===== config.mk =====
export PLATFORM = sky130hd
export DESIGN_NAME = pipeline_ctrl
export DESIGN_NICKNAME = d
export VERILOG_FILES = /design/src/rtl/cpu_pkg.sv /design/src/rtl/opcode_decoder.sv /design/src/rtl/pipeline_ctrl.sv
export SDC_FILE = /design/constraint.sdc
export NUM_CORES = 1
export LEC_CHECK = 0
export CAP_MARGIN = 20
export CELL_PAD_IN_SITES_DETAIL_PLACEMENT = 0
export CELL_PAD_IN_SITES_GLOBAL_PLACEMENT = 2
export CORE_ASPECT_RATIO = 1.75
export CORE_MARGIN = 2
export CORE_UTILIZATION = 31
export DETAILED_ROUTE_END_ITERATION = 12
export PLACE_DENSITY_LB_ADDON = 0.1
export SLEW_MARGIN = 30
export SYNTH_ARGS = -nofsm -noshare
export SYNTH_HDL_FRONTEND = slang
export SYNTH_SLANG_ARGS = --single-unit

===== constraint.sdc =====
create_clock -name clk -period 4 [get_ports clk]
set_clock_uncertainty 0.1 [all_clocks]
set_input_delay 0.4 -clock clk [delete_from_list [all_inputs] [get_ports clk]]
set_output_delay 0.4 -clock clk [all_outputs]
set_load 0.02 [all_outputs]

===== src/rtl/cpu_pkg.sv =====
// Shared opcode, ALU-function and FSM encodings for the pipeline controller.
// Also defines the control bundle produced by the opcode decoder.
package cpu_pkg;

    localparam logic [3:0] OP_NOP  = 4'h0;
    localparam logic [3:0] OP_ADD  = 4'h1;
    localparam logic [3:0] OP_SUB  = 4'h2;
    localparam logic [3:0] OP_AND  = 4'h3;
    localparam logic [3:0] OP_OR   = 4'h4;
    localparam logic [3:0] OP_ADDI = 4'h5;
    localparam logic [3:0] OP_LD   = 4'h6;
    localparam logic [3:0] OP_ST   = 4'h7;
    localparam logic [3:0] OP_BR   = 4'h8;
    localparam logic [3:0] OP_HALT = 4'hF;

    localparam logic [1:0] ALU_ADD = 2'b00;
    localparam logic [1:0] ALU_SUB = 2'b01;
    localparam logic [1:0] ALU_AND = 2'b10;
    localparam logic [1:0] ALU_OR  = 2'b11;

    typedef enum logic [2:0] {
        ST_IDLE   = 3'd0,
        ST_RUN    = 3'd1,
        ST_BRANCH = 3'd2,
        ST_STALL  = 3'd3,
        ST_DRAIN  = 3'd4,
        ST_HALTED = 3'd5
    } state_t;

    typedef struct packed {
        logic       regWrite;
        logic       memWrite;
        logic       memToReg;
        logic       immediate;
        logic       branch;
        logic       halt;
        logic       isLoad;
        logic       useSrc2;
        logic       active;
        logic [1:0] aluFunc;
    } ctrl_t;

endpackage


===== src/rtl/opcode_decoder.sv =====
// Pure combinational decode of a 4-bit opcode into the control bundle.
// Unknown opcodes fall through to an all-zero bundle, i.e. a NOP.
module opcode_decoder
    import cpu_pkg::*;
(
    input  logic [3:0] opcode,
    output ctrl_t      ctrl
);

    // Table lookup: one arm per defined opcode
    always_comb begin
        ctrl = '0;
        unique case (1'b1)
            (opcode == OP_ADD): begin
                ctrl.regWrite = 1'b1;
                ctrl.useSrc2  = 1'b1;
                ctrl.active   = 1'b1;
                ctrl.aluFunc  = ALU_ADD;
            end
            (opcode == OP_SUB): begin
                ctrl.regWrite = 1'b1;
                ctrl.useSrc2  = 1'b1;
                ctrl.active   = 1'b1;
                ctrl.aluFunc  = ALU_SUB;
            end
            (opcode == OP_AND): begin
                ctrl.regWrite = 1'b1;
                ctrl.useSrc2  = 1'b1;
                ctrl.active   = 1'b1;
                ctrl.aluFunc  = ALU_AND;
            end
            (opcode == OP_OR): begin
                ctrl.regWrite = 1'b1;
                ctrl.useSrc2  = 1'b1;
                ctrl.active   = 1'b1;
                ctrl.aluFunc  = ALU_OR;
            end
            (opcode == OP_ADDI): begin
                ctrl.regWrite  = 1'b1;
                ctrl.immediate = 1'b1;
                ctrl.active    = 1'b1;
            end
            (opcode == OP_LD): begin
                ctrl.regWrite  = 1'b1;
                ctrl.memToReg  = 1'b1;
                ctrl.immediate = 1'b1;
                ctrl.isLoad    = 1'b1;
                ctrl.active    = 1'b1;
            end
            (opcode == OP_ST): begin
                ctrl.memWrite  = 1'b1;
                ctrl.immediate = 1'b1;
                ctrl.useSrc2   = 1'b1;
                ctrl.active    = 1'b1;
            end
            (opcode == OP_BR): begin
                ctrl.branch = 1'b1;
                ctrl.active = 1'b1;
            end
            (opcode == OP_HALT): begin
                ctrl.halt = 1'b1;
            end
            default: ctrl = '0;
        endcase
    end

endmodule


===== src/rtl/pipeline_ctrl.sv =====
// Issue-control FSM: decode, load-use stall, forwarding, branch flush,
// halt drain and retired-instruction counting for a short in-order pipe.
module pipeline_ctrl
    import cpu_pkg::*;
#(
    parameter int DRAIN_CYCLES = 3
) (
    input  logic        clk,
    input  logic        reset,
    input  logic        start,
    input  logic [3:0]  opcodeDP,
    input  logic [3:0]  srcAddD1,
    input  logic [3:0]  srcAddD2,
    input  logic [3:0]  destAddD,
    output logic        enable,
    output logic        branchC,
    output logic        flushC,
    output logic        RegWriteC,
    output logic        MemWriteC,
    output logic        MemToRegC,
    output logic        immediateC,
    output logic        forwardC,
    output logic [1:0]  alufuncC,
    output logic        busy,
    output logic        halted,
    output logic [15:0] retired
);

    localparam int CW = (DRAIN_CYCLES > 1) ? $clog2(DRAIN_CYCLES) : 1;
    localparam logic [CW-1:0] DRAIN_LOAD = CW'(DRAIN_CYCLES - 1);

    state_t        state;
    ctrl_t         ctrl;
    logic [CW-1:0] drainCnt;
    logic          ldE;
    logic          fwdValid;
    logic [3:0]    dstE;
    logic          src1Hit;
    logic          src2Hit;
    logic          loadUse;
    logic          fwdHit;

    opcode_decoder uDecoder (
        .opcode (opcodeDP),
        .ctrl   (ctrl)
    );

    // Hazard compare against the last issued instruction
    always_comb begin
        src1Hit = (dstE == srcAddD1);
        src2Hit = (dstE == srcAddD2);
        loadUse = ldE && (src1Hit || (ctrl.useSrc2 && src2Hit));
        fwdHit  = fwdValid && (src1Hit || src2Hit);
    end

    // Datapath controls from current state and decoded opcode.
    // A load-use hit in RUN freezes the front end; the bubble
    // itself is flushed out during the following STALL cycle.
    always_comb begin
        enable     = 1'b0;
        branchC    = 1'b0;
        flushC     = 1'b0;
        RegWriteC  = 1'b0;
        MemWriteC  = 1'b0;
        MemToRegC  = 1'b0;
        immediateC = 1'b0;
        forwardC   = 1'b0;
        alufuncC   = ALU_ADD;
        unique case (state)
            ST_RUN: begin
                if (!loadUse && !ctrl.halt) begin
                    enable     = 1'b1;
                    branchC    = ctrl.branch;
                    RegWriteC  = ctrl.regWrite;
                    MemWriteC  = ctrl.memWrite;
                    MemToRegC  = ctrl.memToReg;
                    immediateC = ctrl.immediate;
                    forwardC   = fwdHit;
                    alufuncC   = ctrl.aluFunc;
                end
            end
            ST_BRANCH: begin
                enable = 1'b1;
                flushC = 1'b1;
            end
            ST_STALL: begin
                flushC = 1'b1;
            end
            default: begin
            end
        endcase
        busy   = (state == ST_RUN) || (state == ST_BRANCH) ||
                 (state == ST_STALL) || (state == ST_DRAIN);
        halted = (state == ST_HALTED);
    end

    // State, drain counter, hazard tracking and retire counter
    always_ff @(posedge clk or posedge reset) begin
        if (reset) begin
            state    <= ST_IDLE;
            drainCnt <= '0;
            retired  <= '0;
            ldE      <= 1'b0;
            fwdValid <= 1'b0;
            dstE     <= '0;
        end else begin
            ldE      <= 1'b0;
            fwdValid <= 1'b0;
            unique case (state)
                ST_IDLE: begin
                    if (start) state <= ST_RUN;
                end
                ST_RUN: begin
                    if (loadUse) begin
                        state <= ST_STALL;
                    end else if (ctrl.halt) begin
                        state    <= ST_DRAIN;
                        drainCnt <= DRAIN_LOAD;
                    end else begin
                        if (ctrl.branch) state <= ST_BRANCH;
                        if (ctrl.active) retired <= retired + 16'd1;
                        ldE      <= ctrl.isLoad;
                        fwdValid <= ctrl.regWrite && !ctrl.isLoad;
                        dstE     <= destAddD;
                    end
                end
                ST_BRANCH: state <= ST_RUN;
                ST_STALL:  state <= ST_RUN;
                ST_DRAIN: begin
                    if (drainCnt == '0) state <= ST_HALTED;
                    else drainCnt <= drainCnt - 1'b1;
                end
                ST_HALTED: state <= ST_HALTED;
                default:   state <= ST_IDLE;
            endcase
        end
    end

endmodule


* After elaboration in Yosys (flattened, before gate mapping) *
Index checks and enable logic that the tools add are counted.

storage, ports and cells
  word-level logic and storage cells = 99
  bits in registers = 27
  output and inout bits = 28

cells by class
  add/sub/neg operators = 2
  equality and inequality tests = 22
  reductions and logical operators = 25
  bitwise logic cells = 2
  mux-type cells = 42

operator list
  kind                                                 number
  two-way mux 1 bit                                    28
  adder 16 x 1 -> 16 bit, second input constant        1
  equality test 4 x 3 -> 1 bit, second input constant  4
  two-way mux 3 bit                                    5
  case mux 3 bit (5 select lines)                      1
  two-way mux 2 bit                                    5
  equality test 4 x 2 -> 1 bit, second input constant  2
  equality test 4 bit                                  2
  equality test 4 bit, second input constant           2
  != test 2 bit, second input constant                 4
  AND reduction 4 bit                                  2
  OR reduction 8 bit                                   1
  equality test 3 x 2 -> 1 bit, second input constant  2
  equality test 3 bit, second input constant           2
  case mux 2 bit (3 select lines)                      1
  AND reduction 3 bit                                  2
  OR reduction 6 bit                                   1
  logical AND 1 bit                                    5
  logical OR 1 bit                                     5
  OR reduction 5 bit                                   1
  equality test 4 x 1 -> 1 bit, second input constant  1
  != test 4 bit, second input constant                 1
  case mux 2 bit (2 select lines)                      1
  equality test 3 x 1 -> 1 bit, second input constant  1
  10 further kinds                                     13

* Logic depth before layout (Yosys ltp) *
  depth in word-level cells = 10
  mapped depth = 7

* Cells and area by module *
From an unflattened synthesis, not the netlist that was laid out.

second synthesis, totals
  cells, all modules = 158
  area, all modules = 1,601.5 um^2

modules (own cells, without submodules)
  module          times used  area an instance (um^2)  cells each
  pipeline_ctrl   1           1,457.6                  135
  opcode_decoder  1           143.9                    23

* Worst setup path before layout *
Ideal clock, no wire load.

  kind = reg2out
  start = reg state[2]
  end = out MemToRegC
  data required time = 3,500 ps
  path buffers = 0
  arrival = 1,928 ps
  path slack = 1,572 ps
  cell stages (with the launch flop) = 5
  cell sequence = dfrtp_1 -> or3_4 -> a21oi_2 -> o21ai_2 -> nor4b_1

on the way
  longest elaborated chain between the ends = 2

ends and longest elaborated chain
  element                       line                  RTL
  start: declaration            pipeline_ctrl.sv:32   state_t state;
  start signal: assignment      pipeline_ctrl.sv:100  state <= ST_IDLE;
  start signal: assignment      pipeline_ctrl.sv:111  if (start) state <= ST_RUN;
  start signal: assignment      pipeline_ctrl.sv:115  state <= ST_STALL;
  equality test 3 x 1 -> 1 bit  pipeline_ctrl.sv:69   unique case (state)
  two-way mux 1 bit             pipeline_ctrl.sv:69
  end: declaration              pipeline_ctrl.sv:20   output logic MemToRegC,

No other way between the ends.

* Worst setup path in the final report *
  start = in opcodeDP[0]
  end = out enable

on the way
  longest elaborated chain between the ends = 10
  elaborated cells between the ends (all ways) = 17

ends and longest elaborated chain
  element                                               line                  RTL
  start: declaration                                    pipeline_ctrl.sv:11   input logic [3:0] opcodeDP,
  equality test 4 x 3 -> 1 bit (tied with other cells)  opcode_decoder.sv:50  (opcode == OP_ST): begin
  OR reduction 5 bit (no source line)                   n/a
  two-way mux 1 bit                                     opcode_decoder.sv:13  unique case (1'b1)
  logical AND 1 bit                                     pipeline_ctrl.sv:52   loadUse = ldE && (src1Hit || (ctrl.useSrc2 && src2Hit));
  logical OR 1 bit                                      pipeline_ctrl.sv:52
  logical AND 1 bit                                     pipeline_ctrl.sv:52
  logical NOT 1 bit                                     pipeline_ctrl.sv:71   if (!loadUse && !ctrl.halt) begin
  logical AND 1 bit (*)                                 pipeline_ctrl.sv:71
  two-way mux 1 bit (*)                                 pipeline_ctrl.sv:71
  case mux 1 bit (2 select lines) (*)                   pipeline_ctrl.sv:69
  end: declaration                                      pipeline_ctrl.sv:15   output logic enable,

Every way passes the cells marked *; elsewhere a longest branch is shown, timed or not.

==> summary.md <==
## Run status
* finished, violations left — status
* DRC — violated checks

## Critical path
* 1750 ps — reg2reg setup slack
* enable — Worst Setup EP
* primary output — Setup crit end kind
* input pin — nature of the critical path startpoint
* 2710 ps — Critical Path AT
* input pin to primary output — start-to-end type of the worst setup path
* retired[1] — Crit Reg-Reg Endpoint
* 5 — cell count of the worst reg-to-reg path
* 3500 ps — required arrival time at the worst endpoint
* 600 ps — crit-path max cell delay
* clkdlybuf4s50_1 -> xor2_1 -> o2111ai_2 -> nor2_1 -> nor3_4 -> a21o_1 -> clkdlybuf4s50_1 — series of cell instances along the critical path
* 7 — critical path depth
* clkdlybuf4s50_1 — cell type of the slowest stage on the worst timing path
* opcodeDP[0] — origin of the worst setup path
* clkdlybuf4s50_1 — most used cell along the critical path
* 2 — Worst Path Buf+Inv
* dstE[0] — startpoint of the most critical register-to-register path
* 11 — largest fanout on the critical path
* buffers and inverters — critical path's top delay family

## Clock tree
* 2 — Max Root-Sink Buffers
* 0 — number of post-CTS setup repair buffers
* 100 ps — clock-pin slew reported for the worst setup and hold paths after clock tree synthesis
* 0 — number of gates resized after CTS
* clkbuf_8 — Clock Root Buffer
* 3 — total clock buffers created by CTS
* 27 — TritonCTS sink count
* 1 — number of levels the H-tree was split into
* yes — TritonCTS clock tree
* 270 ps — clock latency on the worst-skew pair
* 0 — Post-CTS Hold Buffers

## Synthesis
* 180 — total nets after synthesis
* 1.000 — share of synthesized flip-flops with an asynchronous set or reset
* 0 — Post-synth EDFFs
* 10.17 sq um — Avg Inst Size Synth
* 0.001618 sq mm — post-synthesis cell area
* dfrtp_1 — most frequently used cell type in the post-synthesis netlist
* 0 — YS warnings
* dfrtp_1 — Post-synth top flop
* dfrtp_1, xor2_1, nor3_1 — most numerous cell types in the synthesized netlist
* 159 — number of standard cells after synthesis
* 39 — number of distinct library cells after synthesis
* 0.4176 — post-synthesis sequential area ratio
* 0.4176 — fraction of post-synthesis cell area in the top cell type by area
* dfrtp_1, xor2_1, xnor2_1 — leading cell types by total area after synthesis
* dfrtp_1 — Synth area leader
* 27 — synthesis-stage register bit count

## Placement
* 2865 um — DPL Wire Length
* 46 — count of buffers inserted at the top-level ports
* 0.7769 — gpl congestion
* 768.4 ps — post-place setup slack

## Timing
* 373.3 ps — worst hold slack across all endpoints
* 0 ps — sum of negative setup slack
* 0 — number of pins exceeding their max-slew limit in the final report
* 0 — final setup vio count
* 311.5 MHz — maximum clock frequency
* 0.8025 — post-route fraction of the period consumed by the critical path
* no — setup repair after global routing missed its margin
* 0 — Final Hold Fails
* 0.4884 — tightest slew margin relative to the limit
* 790.2 ps — minimum setup slack in the final design
* 3210 ps — final worst path period need
* 767.4 ps — transition at the pin with the smallest max-transition slack

## Floorplan
* 0.005020 sq mm — area of the core region
* 0.3223 — starting density of the core
* 0.005836 sq mm — full die area
* 58.61 um — horizontal die dimension
* 99.57 um — die outline height
* 34 — FP Rows
* 47 — top-level port count

## Cells and area
* 869.6 sq um — multi-input gate area in the final layout
* 0.4295 — final cell utilization of the core
* 225 — Nets
* 518 — number of fill cells
* 675.6 sq um — footprint of the flip-flops and latches
* 0 — number of antenna repair diodes
* 33.26% — Area growth, synth to finish
* 0.1182 — layout cell share with drive strength beyond 1

## Global routing
* 6658 um — first-pass GRT wire length
* met2 — global routing's busiest layer
* 0 — gr ovfl total
* 1436 — vias in the first global route
* 0.1434 — overall fraction of global-route tracks in use
* 28 — largest net degree at the start of global routing
* 0.1559 — fraction of met1 tracks used by global routing
* 0.01691 — global routing usage on met3
* 0.2714 — GR met2 Demand/Resource
* 0 — antenna violations before repair

## Flow run
* 0 — # Max-Cap Violations

## Power
* 0.001248 W — total power
* 0.8369 nW — leakage power total
* 578.8 mW/mm^2 — PwrDens
* 0.3352 mV — worst IR drop on VDD

## Routing
* 41 — Initial DRC Count
* 3783 um — routed wire length
* 1302 — vias after detailed routing
* 4 — DRC violation count after routing
* 14.72 um — average wire length per cell after detail routing
* 0 — number of antenna-violating nets in the routed design
* 8 — TritonRoute pass-1 iters
* 5.066 — via-per-instance ratio

## Worst hold path
* flop to flop — Hold Crit Class

==> flip-flops by register name (all words and copies together) (netlist names) <==
name	flops
dstE	4
retired	16
state	3
drainCnt	2
fwdValid	1
ldE	1
==> final cells by class <==
class / count / share of cell area
well taps: 54 / 0.03134
clock buffers: 4 / 0.02089
repair buffers: 46 / 0.2136
multi-input cells: 116 / 0.4034
inverters: 10 / 0.01741
flip-flops and latches: 27 / 0.3134
==> cell usage in the layout, fill, tap and decap left out <==
cell	n
nor3_4	1
a21oi_2	1
nor3b_1	2
nor3_2	1
inv_1	8
ha_1	2
o2111ai_2	1
o21ai_2	2
inv_2	2
nor4_4	3
o41ai_1	1
nand4_1	4
nand3b_1	1
clkdlybuf4s50_1	46
nor2_1	10
clkbuf_8	3
nand3_1	7
or3_4	1
a2111oi_1	1
dfrtp_1	27
nand2b_1	2
xor2_1	17
clkbuf_1	1
a31oi_1	1
a21o_4	1
xnor2_1	10
o21ai_0	2
or2_2	1
a21o_1	1
or3_1	1
nor2b_1	2
nor3_1	14
nor4b_1	2
nand2_1	8
a21oi_1	4
a22oi_1	1
mux2_2	6
nor4_1	4
nor4_2	1
==> layer usage <==
metal,wire length [um],part of all wire
met1,1492,0.39
met2,2095,0.55
met3,131,0.035
met4,64,0.017
met5,0,0
==> through the flow <==
stage | instance area [sq um] | instances
global route | 2156 | 257
finish | 2156 | 257
CTS | 2156 | 257
global placement | 2111 | 253
floorplan | 1618 | 159
detailed placement | 2111 | 253
==> power breakdown <==
group          internal, W  switching, W
Clock            0.0000714     0.0000875
Sequential        0.000357     0.0000961
Combinational     0.000300      0.000337
Total             0.000728      0.000520
==> how the worst min path moves through the flow <==
stage / startpoint / slack [ps] / to / cells past startpoint
after detailed placement: retired[15] / 360 / retired[15] / 1
after global placement: retired[15] / 360 / retired[15] / 1
after floorplan: reset / 350 / drainCnt[0] / 1
after global routing: retired[15] / 410 / retired[15] / 1
after CTS: retired[15] / 380 / retired[15] / 1
final: retired[15] / 370 / retired[15] / 1
==> kinds of logic (layout without fill, tap and decap cells) <==
logic type                 after synthesis  count (layout)  share of synthesized area
AOI/OAI and AO/OA                       16              16                    0.07812
buffers and inverters                   16              60                    0.04485
muxes                                    6               6                    0.04176
adders and majority gates                2               2                    0.01547
xor gates and xnor gates                27              27                     0.1462
and+or+nand+nor                         65              65                     0.2560
DFF                                     27              27                     0.4176
(Power assumes the default switching activity.)
